**src/rtl/psum_drain.sv**
```systemverilog
// Read-side sequencer for the psum SRAM: drains num_inp rows at consecutive
// addresses, applies optional per-lane ReLU, and streams rows over valid/ready.
module psum_drain #(
  parameter int col       = 8,
  parameter int psum_bw   = 16,
  parameter int num_inp   = 64,
  parameter int addr_bw   = 11,
  parameter int base_addr = 0
) (
  input  logic                     clk,
  input  logic                     reset,
  input  logic                     start,
  input  logic                     relu_en,
  output logic                     mem_cen,
  output logic                     mem_wen,
  output logic [addr_bw-1:0]       mem_a,
  input  logic [col*psum_bw-1:0]   mem_dout,
  output logic [col*psum_bw-1:0]   out_data,
  output logic                     out_valid,
  input  logic                     out_ready,
  output logic                     busy,
  output logic                     done
);

  localparam int ROW_W = col * psum_bw;
  localparam int CNT_W = $clog2(num_inp + 1);

  localparam logic [1:0] S_IDLE  = 2'd0;
  localparam logic [1:0] S_RUN   = 2'd1;
  localparam logic [1:0] S_FLUSH = 2'd2;
  localparam logic [1:0] S_DONE  = 2'd3;

  function automatic logic [ROW_W-1:0] relu_row(input logic [ROW_W-1:0] row,
                                                input logic en);
    logic signed [psum_bw-1:0] lane;
    relu_row = row;
    if (en) begin
      for (int k = 0; k < col; k++) begin
        lane = row[k*psum_bw +: psum_bw];
        if (lane < 0) relu_row[k*psum_bw +: psum_bw] = '0;
      end
    end
  endfunction

  logic [1:0]       state, state_next;
  logic [1:0]       occ, occ_next;
  logic [CNT_W-1:0] issued;
  logic             relu_q;
  logic             issue;
  logic             pop;
  logic [2:0]       fill;
  logic             rd_vld_p1;
  logic [ROW_W-1:0] push_row_p1;
  logic [ROW_W-1:0] buf0_p2, buf1_p2;

  // Stage 0: read issue, gated by buffer credits
  always_comb begin
    pop   = out_valid && out_ready;
    fill  = 3'(occ) + 3'(rd_vld_p1) - 3'(pop);
    issue = (state == S_RUN) && (fill < 3'd2) && (issued < CNT_W'(num_inp));
  end

  assign mem_cen = ~issue;
  assign mem_wen = 1'b1;

  always_comb begin
    occ_next   = 2'(3'(occ) + 3'(rd_vld_p1) - 3'(pop));
    state_next = state;
    case (state)
      S_IDLE:  if (start) state_next = S_RUN;
      S_RUN:   if (issue && (issued == CNT_W'(num_inp - 1))) state_next = S_FLUSH;
      S_FLUSH: if (occ_next == 2'd0 && !issue) state_next = S_DONE;
      S_DONE:  state_next = S_IDLE;
      default: state_next = S_IDLE;
    endcase
  end

  always_ff @(posedge clk) begin
    if (!reset) begin
      state     <= S_IDLE;
      occ       <= 2'd0;
      rd_vld_p1 <= 1'b0;
      issued    <= '0;
      relu_q    <= 1'b0;
      mem_a     <= addr_bw'(base_addr);
    end else begin
      state     <= state_next;
      occ       <= occ_next;
      rd_vld_p1 <= issue;
      if (state == S_IDLE && start) begin
        issued <= '0;
        relu_q <= relu_en;
        mem_a  <= addr_bw'(base_addr);
      end else if (issue) begin
        issued <= issued + 1'b1;
        mem_a  <= mem_a + 1'b1;
      end
    end
  end

  // Stage 1: SRAM data returns; ReLU applied on the way into the buffer
  assign push_row_p1 = relu_row(mem_dout, relu_q);

  // Stage 2: two-entry output buffer, buf0_p2 is the head
  always_ff @(posedge clk) begin
    if (pop && occ == 2'd2) begin
      buf0_p2 <= buf1_p2;
      if (rd_vld_p1) buf1_p2 <= push_row_p1;
    end else if (pop) begin
      if (rd_vld_p1) buf0_p2 <= push_row_p1;
    end else if (rd_vld_p1) begin
      if (occ == 2'd0) buf0_p2 <= push_row_p1;
      else             buf1_p2 <= push_row_p1;
    end
  end

  assign out_valid = (occ != 2'd0);
  assign out_data  = out_valid ? buf0_p2 : '0;
  assign busy      = (state == S_RUN) || (state == S_FLUSH);
  assign done      = (state == S_DONE);

endmodule

```
**config.mk**
```make
export PLATFORM = sky130hd
export DESIGN_NAME = psum_drain
export DESIGN_NICKNAME = d
export VERILOG_FILES = /design/src/rtl/psum_drain.sv
export SDC_FILE = /design/constraint.sdc
export NUM_CORES = 1
export LEC_CHECK = 0
export BUFFER_PORTS_ARGS = -buffer_cell sky130_fd_sc_hd__buf_4
export CAP_MARGIN = 20
export CORE_MARGIN = 5
export CORE_UTILIZATION = 55
export DETAILED_ROUTE_END_ITERATION = 10
export PLACE_DENSITY = 0.81
export SLEW_MARGIN = 5
export SYNTH_ARGS = -nofsm -noshare
export SYNTH_HDL_FRONTEND = slang
export SYNTH_SLANG_ARGS = --single-unit
```
**constraint.sdc**
```tcl
create_clock -name clk -period 24.7 [get_ports clk]
set_input_delay 2.47 -clock clk [delete_from_list [all_inputs] [get_ports clk]]
set_output_delay 2.47 -clock clk [all_outputs]
set_load 0.01 [all_outputs]
```
==> metrics.yaml, run 1 <==
outcome:
  status: "finished, final reports clean"
cts:
  post_cts_buffers: 0
  clk_pin_slew_ps: 60
  numCtsBuffers: 29
  cts_sinks: 280
  htree_levels: 1
  cts_max_path_buffers: 3
  cts_root_buffer: "clkbuf_16"
  cts-resized-gates: 0
  clock_latency_ps: 530
  cts_tree: "done"
  cts-hold-fix-buffers: 0
global_route:
  grt_usage: 0.199
  gr-total-overflow: 0
  grt_max_degree: 75
  antenna_found_initial: 0
  grt_pass1_vias: 7583
  grt_first_pass_wirelength_mm: 41.5
logic_synthesis:
  synth_nets: 969
  yosysSeqAreaShare: 0.671
  yosysUniqueCellTypes: 38
  syn_area_per_cell_um2: 14.7
  synth_cells: 826
  ys_warn_count: 0
  ys_ff_latch: 280
  netlist_area_um2: 12200
detailed_routing:
  dr.pass1.iters: 4
  drt_iter0_markers: 445
  drt_wl_total_mm: 26.2
  remaining_drc_errors: 0
  vias: 7374
  via_per_inst: 5.29
  wl_per_cell_um: 18.8
  antenna_left: 0
timing:
  slew_headroom: 0.342
  min_period_ps: 7400
  finalSetupViolCount: 0
  tightest_slew_ps: 987
  tns_ps: 0
  max_freq_mhz: 135
  hold_ws_ps: 491
  rsz0062_at_grt: "false"
  hold_viol_final: 0
  clock_skew_ps: 12.2
  maxSlewViolCount: 0
  fin_crit_sh: 0.300
final_layout:
  drive_above_1_share: 0.412
  area_growth_pct: 26.2
  diodes: 0
  n_fill_cell: 1505
  final_nets: 1239
die:
  die_x_um: 159
  die_area_um2: 25200
  coreArea_um2: 21800
  die_h_um: 159
  initial_core_util: 0.558
  rows: 54
  io_pins: 277
placed_design:
  hpwl_mm: 17.3
  port-buffer-count: 275
  gp_congestion: 0.763
hold_path:
  holdCritPathClass: "reg2reg"
power_and_ir_drop:
  p_leak_nw: 5.83
  power_density_nw_per_um2: 104
  ir_worst_vdd_mv: 0.0711
critical_path:
  worstPathMaxFanout: 15
  end_kind: "output port"
  criticalPathCategory: "in2out"
  crit_path_start_kind: "input port"
  cp.arrival_ps: 4930
  critical_path_required_ps: 22230
flow_run:
  maxCapViolations: 0
report_power, final:
part,internal [mW],total (mW),switching (mW)
logic,0.244,0.543,0.299
clock network,0.230,0.402,0.172
registers,0.632,0.653,0.0207
routing by layer:
metal  part of all wire  track usage  vias to the layer above
met5                  0            0                        -
met4              0.013       0.0364                        0
met1               0.41        0.265                     3609
met3              0.097       0.0684                       34
met2               0.48        0.325                      248
li1                   -            -                     3483
synthesized netlist by cell type (all sizes together):
library cell | count | area (µm²)
mux2 | 128 | 1440
buf | 16 | 82.6
mux2i | 1 | 10.0
and3 | 3 | 18.8
inv | 8 | 30.0
nor2 | 13 | 48.8
fa | 1 | 20.0
or4 | 2 | 15.0
nand4b | 2 | 17.5
nor3b | 1 | 12.5
edfxtp | 256 | 7690
nor3 | 1 | 5.00
a221oi | 1 | 15.0
xor2 | 12 | 113
or2 | 1 | 6.26
nand3 | 10 | 55.1
a2111o | 1 | 11.3
and2 | 254 | 1590
nand4 | 5 | 31.3
a21boi | 1 | 7.51
a21oi | 8 | 40.0
o21ai | 4 | 20.0
dfxtp | 24 | 480
nor2b | 9 | 56.3
nand2 | 18 | 67.6
a311o | 1 | 10.0
or3 | 1 | 6.26
o31ai | 2 | 15.0
or4b | 1 | 10.0
o211a | 1 | 10.0
and4 | 2 | 17.5
clkbuf | 27 | 101
nand3b | 1 | 7.51
conb | 1 | 3.75
ha | 9 | 113
cell usage in the layout, fill, tap and decap left out, types with 2 or more instances in the layout:
cell | netlist | final
buf_4 | 1 | 282
edfxtp_1 | 256 | 256
and2_1 | 254 | 254
mux2_2 | 128 | 128
clkbuf_16 | 0 | 31
dfxtp_1 | 24 | 24
nand2_1 | 18 | 18
nor2_1 | 13 | 12
xor2_1 | 11 | 11
nor2b_1 | 9 | 9
nand3_1 | 9 | 9
ha_1 | 9 | 9
inv_1 | 8 | 8
a21oi_1 | 8 | 8
clkinv_2 | 0 | 6
nand4_1 | 5 | 5
clkbuf_1 | 27 | 5
o21ai_0 | 4 | 3
and3_1 | 3 | 3
clkinv_1 | 0 | 3
nand4b_1 | 2 | 2
o31ai_1 | 2 | 2
or4_1 | 2 | 2
and4_1 | 2 | 2
cells by family (layout without fill, tap and decap cells):
logic type               after synthesis  after routing  share of synthesized area
adder cells (fa/ha/maj)               10             10                     0.0109
AO/OA/AOI/OAI                         19             19                     0.0106
multiplexers                         129            129                      0.119
buffers and inverters                 51            339                     0.0176
other                                  1              1                   0.000308
flip-flops                           280            280                      0.671
XOR/XNOR                              12             12                    0.00925
AND/OR/NAND/NOR                      324            324                      0.161
worst paths after layout:
kind / startpoint / end / slack [ps] / depth (start not counted)
min: mem_a[10]$_SDFFE_PP0P_ / mem_a[10]$_SDFFE_PP0P_ / 490 / 2
min reg2reg: mem_a[10]$_SDFFE_PP0P_ / mem_a[10]$_SDFFE_PP0P_ / 490 / 2
max: out_ready / mem_cen / 17300 / 9
max reg2reg: occ[0]$_SDFF_PN0_ / mem_a[10]$_SDFFE_PP0P_ / 20880 / 10
through the flow:
| stage | worst slack [ps] | total power, mW | instance area (µm²) | instances | utilization |
|---|---|---|---|---|---|
| floorplan | 13990 | 1.00 | 12200 | 826 | - |
| global placement | 17350 | 1.20 | 14500 | 1345 | 0.664 |
| detailed placement | 17330 | 1.21 | 14500 | 1345 | 0.664 |
| CTS | 17310 | 1.62 | 15400 | 1394 | 0.704 |
| global route | 17100 | 1.68 | 15400 | 1394 | 0.704 |
| finish | 17300 | 1.60 | 15400 | 1394 | 0.704 |
flip-flops by register name, indices dropped and copies added (netlist names):
name and flops:
buf1_p2 128, rd_vld_p1 1, issued 7, buf0_p2 128, relu_q 1, occ 2
state 2, mem_a 11
worst max-delay path, cell delays in order:
cell,delay [ps]
buf_4,110
and2_1,130
ha_1,260
inv_1,40
ha_1,180
fa_1,500
nor3b_2,720
nand2_1,290
buf_4,220
area by class of cell:
| cell class | instances | area [µm²] | area share |
|---|---|---|---|
| Sequential cell | 280 | 8170 | 0.532 |
| Clock inverter | 12 | 68.8 | 0.00448 |
| Inverter | 8 | 30.0 | 0.00195 |
| Multi-Input combinational cell | 495 | 3820 | 0.249 |
| Clock buffer | 37 | 808 | 0.0526 |
| Tap cell | 280 | 350 | 0.0228 |
| Timing Repair Buffer | 282 | 2120 | 0.138 |
Power figures use the tool's default switching activity.
==> inputs of run 2 (changes only) <==
Settings changed: CORE_UTILIZATION 55 to 49, PLACE_DENSITY 0.81 to 0.76.
Clock period 24.7 ns to 6.6 ns, I/O delays scaled along.
==> run 2 against run 1 <==
  * Global-route usage is 2.3 points lower
  * Non-clock buffer count grew 1
  * Sequential share of layout area is 0.39 points lower
  * Count of clock-buffer cells in the layout increased by 3
  * Cell count up 3.4%
  * Critical path depth unchanged
  * Sequential cell count stayed put
  * Register-to-register slack lost 18000 ps
  * Worst hold slack worse by 92 ps
  * Wire length down 0.12%
  * Largest power group unchanged
==> metrics.yaml, run 2 (synthesized netlist as in run 1, its figures left out) <==
die:
  die_h_um: 168  # +5.6%
  die_area_um2: 28100  # +11%
  io_pins: 277  # unchanged
  rows: 57  # +5.6%
  initial_core_util: 0.499  # -0.0587
  die_x_um: 168  # +5.6%
  coreArea_um2: 24400  # +12%
timing:
  tns_ps: 0  # unchanged
  finalSetupViolCount: 0  # unchanged
  maxSlewViolCount: 0  # unchanged
  fin_crit_sh: 0.616
  min_period_ps: 4070
  tightest_slew_ps: 973  # -14.1 ps
  worst_slack_ps: 2530  # -14770 ps
  rsz0062_at_grt: "false"
  slew_headroom: 0.352  # +0.00940
  clock_skew_ps: 18.2  # +5.99 ps
  hold_viol_final: 0  # unchanged
  max_freq_mhz: 246
detailed_routing:
  via_per_inst: 5.10  # -3.6%
  vias: 7349  # -0.34%
  dr.pass1.iters: 5  # +1
  drt_wl_total_mm: 26.2  # -0.12%
  wl_per_cell_um: 18.2  # -3.4%
  remaining_drc_errors: 0  # unchanged
  drt_iter0_markers: 504  # +13%
  antenna_left: 0  # unchanged
final_layout:
  diodes: 0  # unchanged
  final_cell_mix: "283 x buf_4, 256 x edfxtp_1, 254 x and2_1"
  area_growth_pct: 27.1
  final-instance-count-excl-fill: 1441  # +3.4%
  mostFrequentLayoutCell: "buf_4"
  final_nets: 1239  # unchanged
  reg.largest.list: "buf0_p2 x128, buf1_p2 x128, mem_a x11"
  drive_above_1_share: 0.408  # -0.00379
cts:
  cts_sinks: 280  # unchanged
  htree_levels: 1  # unchanged
  numCtsBuffers: 28  # -3.4%
  clock_latency_ps: 530  # about the same
  cts_tree: "done"
  cts_root_buffer: "clkbuf_16"
  post_cts_buffers: 0  # unchanged
  cts_max_path_buffers: 3  # unchanged
  cts-hold-fix-buffers: 0  # unchanged
  clk_pin_slew_ps: 60  # about the same
  cts-resized-gates: 0  # unchanged
critical_path:
  crit_start: "occ[1]$_SDFF_PN0_"
  criticalPathCategory: "reg2out"
  crit_path_frequent_cell: "ha_1"
  ff2ff_setup_slack_ps: 3220  # -17660 ps
  slowest_stage: "xor2_2"
  crit_family: "simple AND/OR/NAND/NOR gates"
  cp_cell_sequence: "or2_4, and2_1, ha_1, inv_1, ha_1, fa_1, xor2_2, nand2_1, buf_4"
  timing.rr.end: "mem_a[10]$_SDFFE_PP0P_"
  cp_num_buf_inv: 2  # -1
  slowest_delay_ps: 560  # -160 ps
  cp.arrival_ps: 3410  # -1520 ps
  critical_path_required_ps: 5940  # -16290 ps
  crit_path_start_kind: "flip-flop"
  reg2reg_depth: 10  # unchanged
  worstPathMaxFanout: 28  # +13
  end_kind: "output port"
  r2r_start: "occ[1]$_SDFF_PN0_"
power_and_ir_drop:
  p_total_mw: 6.07  # +280%
  p_leak_nw: 5.86  # +0.39%
  ir_worst_vdd_mv: 0.295  # +310%
  power_density_nw_per_um2: 392  # +280%
global_route:
  antenna_found_initial: 0  # unchanged
  grt_first_pass_wirelength_mm: 40.5  # -2.4%
  grt_pass1_vias: 7462  # -1.6%
  grt_max_degree: 105  # +40%
  grt_usage: 0.177  # -0.0225
  gr-total-overflow: 0  # unchanged
hold_path:
  holdCritPathClass: "in2reg"
  hp-start: "relu_en"
  hold_depth: 3  # +1
  min_to: "relu_q$_SDFFE_PN0P_"
placed_design:
  dp_cells: 1390  # +3.3%
  gp_congestion: 0.761  # -0.26%
  port-buffer-count: 275  # unchanged
  hpwl_mm: 17.1  # -1.0%
  dp_slack_ps: 3080  # -14250 ps
outcome:
  status: "finished, final reports clean"
flow_run:
  maxCapViolations: 0  # unchanged
-- run 2: through the flow --
| stage | area [µm²] | util | hold slack [ps] |
|---|---|---|---|
| 5_1_grt | 15500 | 0.634 | 386 |
| 6_report | 15500 | 0.634 | 399 |
| 2_1_floorplan | 12200 | - | 454 |
| 3_3_place_gp | 14500 | 0.596 | 466 |
| 4_1_cts | 15500 | 0.634 | 386 |
| 3_5_place_dp | 14500 | 0.596 | 481 |
-- run 2: area by class of cell --
cell class	count	area, µm²
clock buffer	40	777
clock inverter	11	150
fill	1898	8920
inverter	8	30.0
multi-input combinational	495	3820
sequential	280	8170
tap	324	405
timing repair buffer	283	2120
-- run 2: worst max path at each step --
stage	to	slack (ps)	cells after the start
global route	mem_cen	2290	9
detailed placement	mem_cen	3080	9
CTS	mem_cen	2490	9
global placement	mem_cen	3080	9
finish	mem_cen	2530	9
floorplan	buf0_p2[0]$_DFFE_PP_	1820	4
-- run 2: worst min-delay path, cell delays in order --
cell      delay, ps
buf_4           110
nand3_1          50
a21boi_0         70
-- run 2: layer usage --
| layer | share of wire | vias to the layer above | track usage |
|---|---|---|---|
| met1 | 0.42 | 3576 | 0.238 |
| met5 | 0 | - | 0 |
| met4 | 0.023 | 0 | 0.0459 |
| met2 | 0.48 | 239 | 0.286 |
| li1 | - | 3493 | - |
| met3 | 0.079 | 41 | 0.0504 |
-- run 2: power by group --
group          internal, mW  leakage [nW]  switching, mW  total [mW]
combinational         0.917          2.88           1.11        2.03
clock                 0.970         0.451          0.631        1.60
sequential             2.37          2.53         0.0749        2.44
total                  4.25          5.86           1.82        6.07
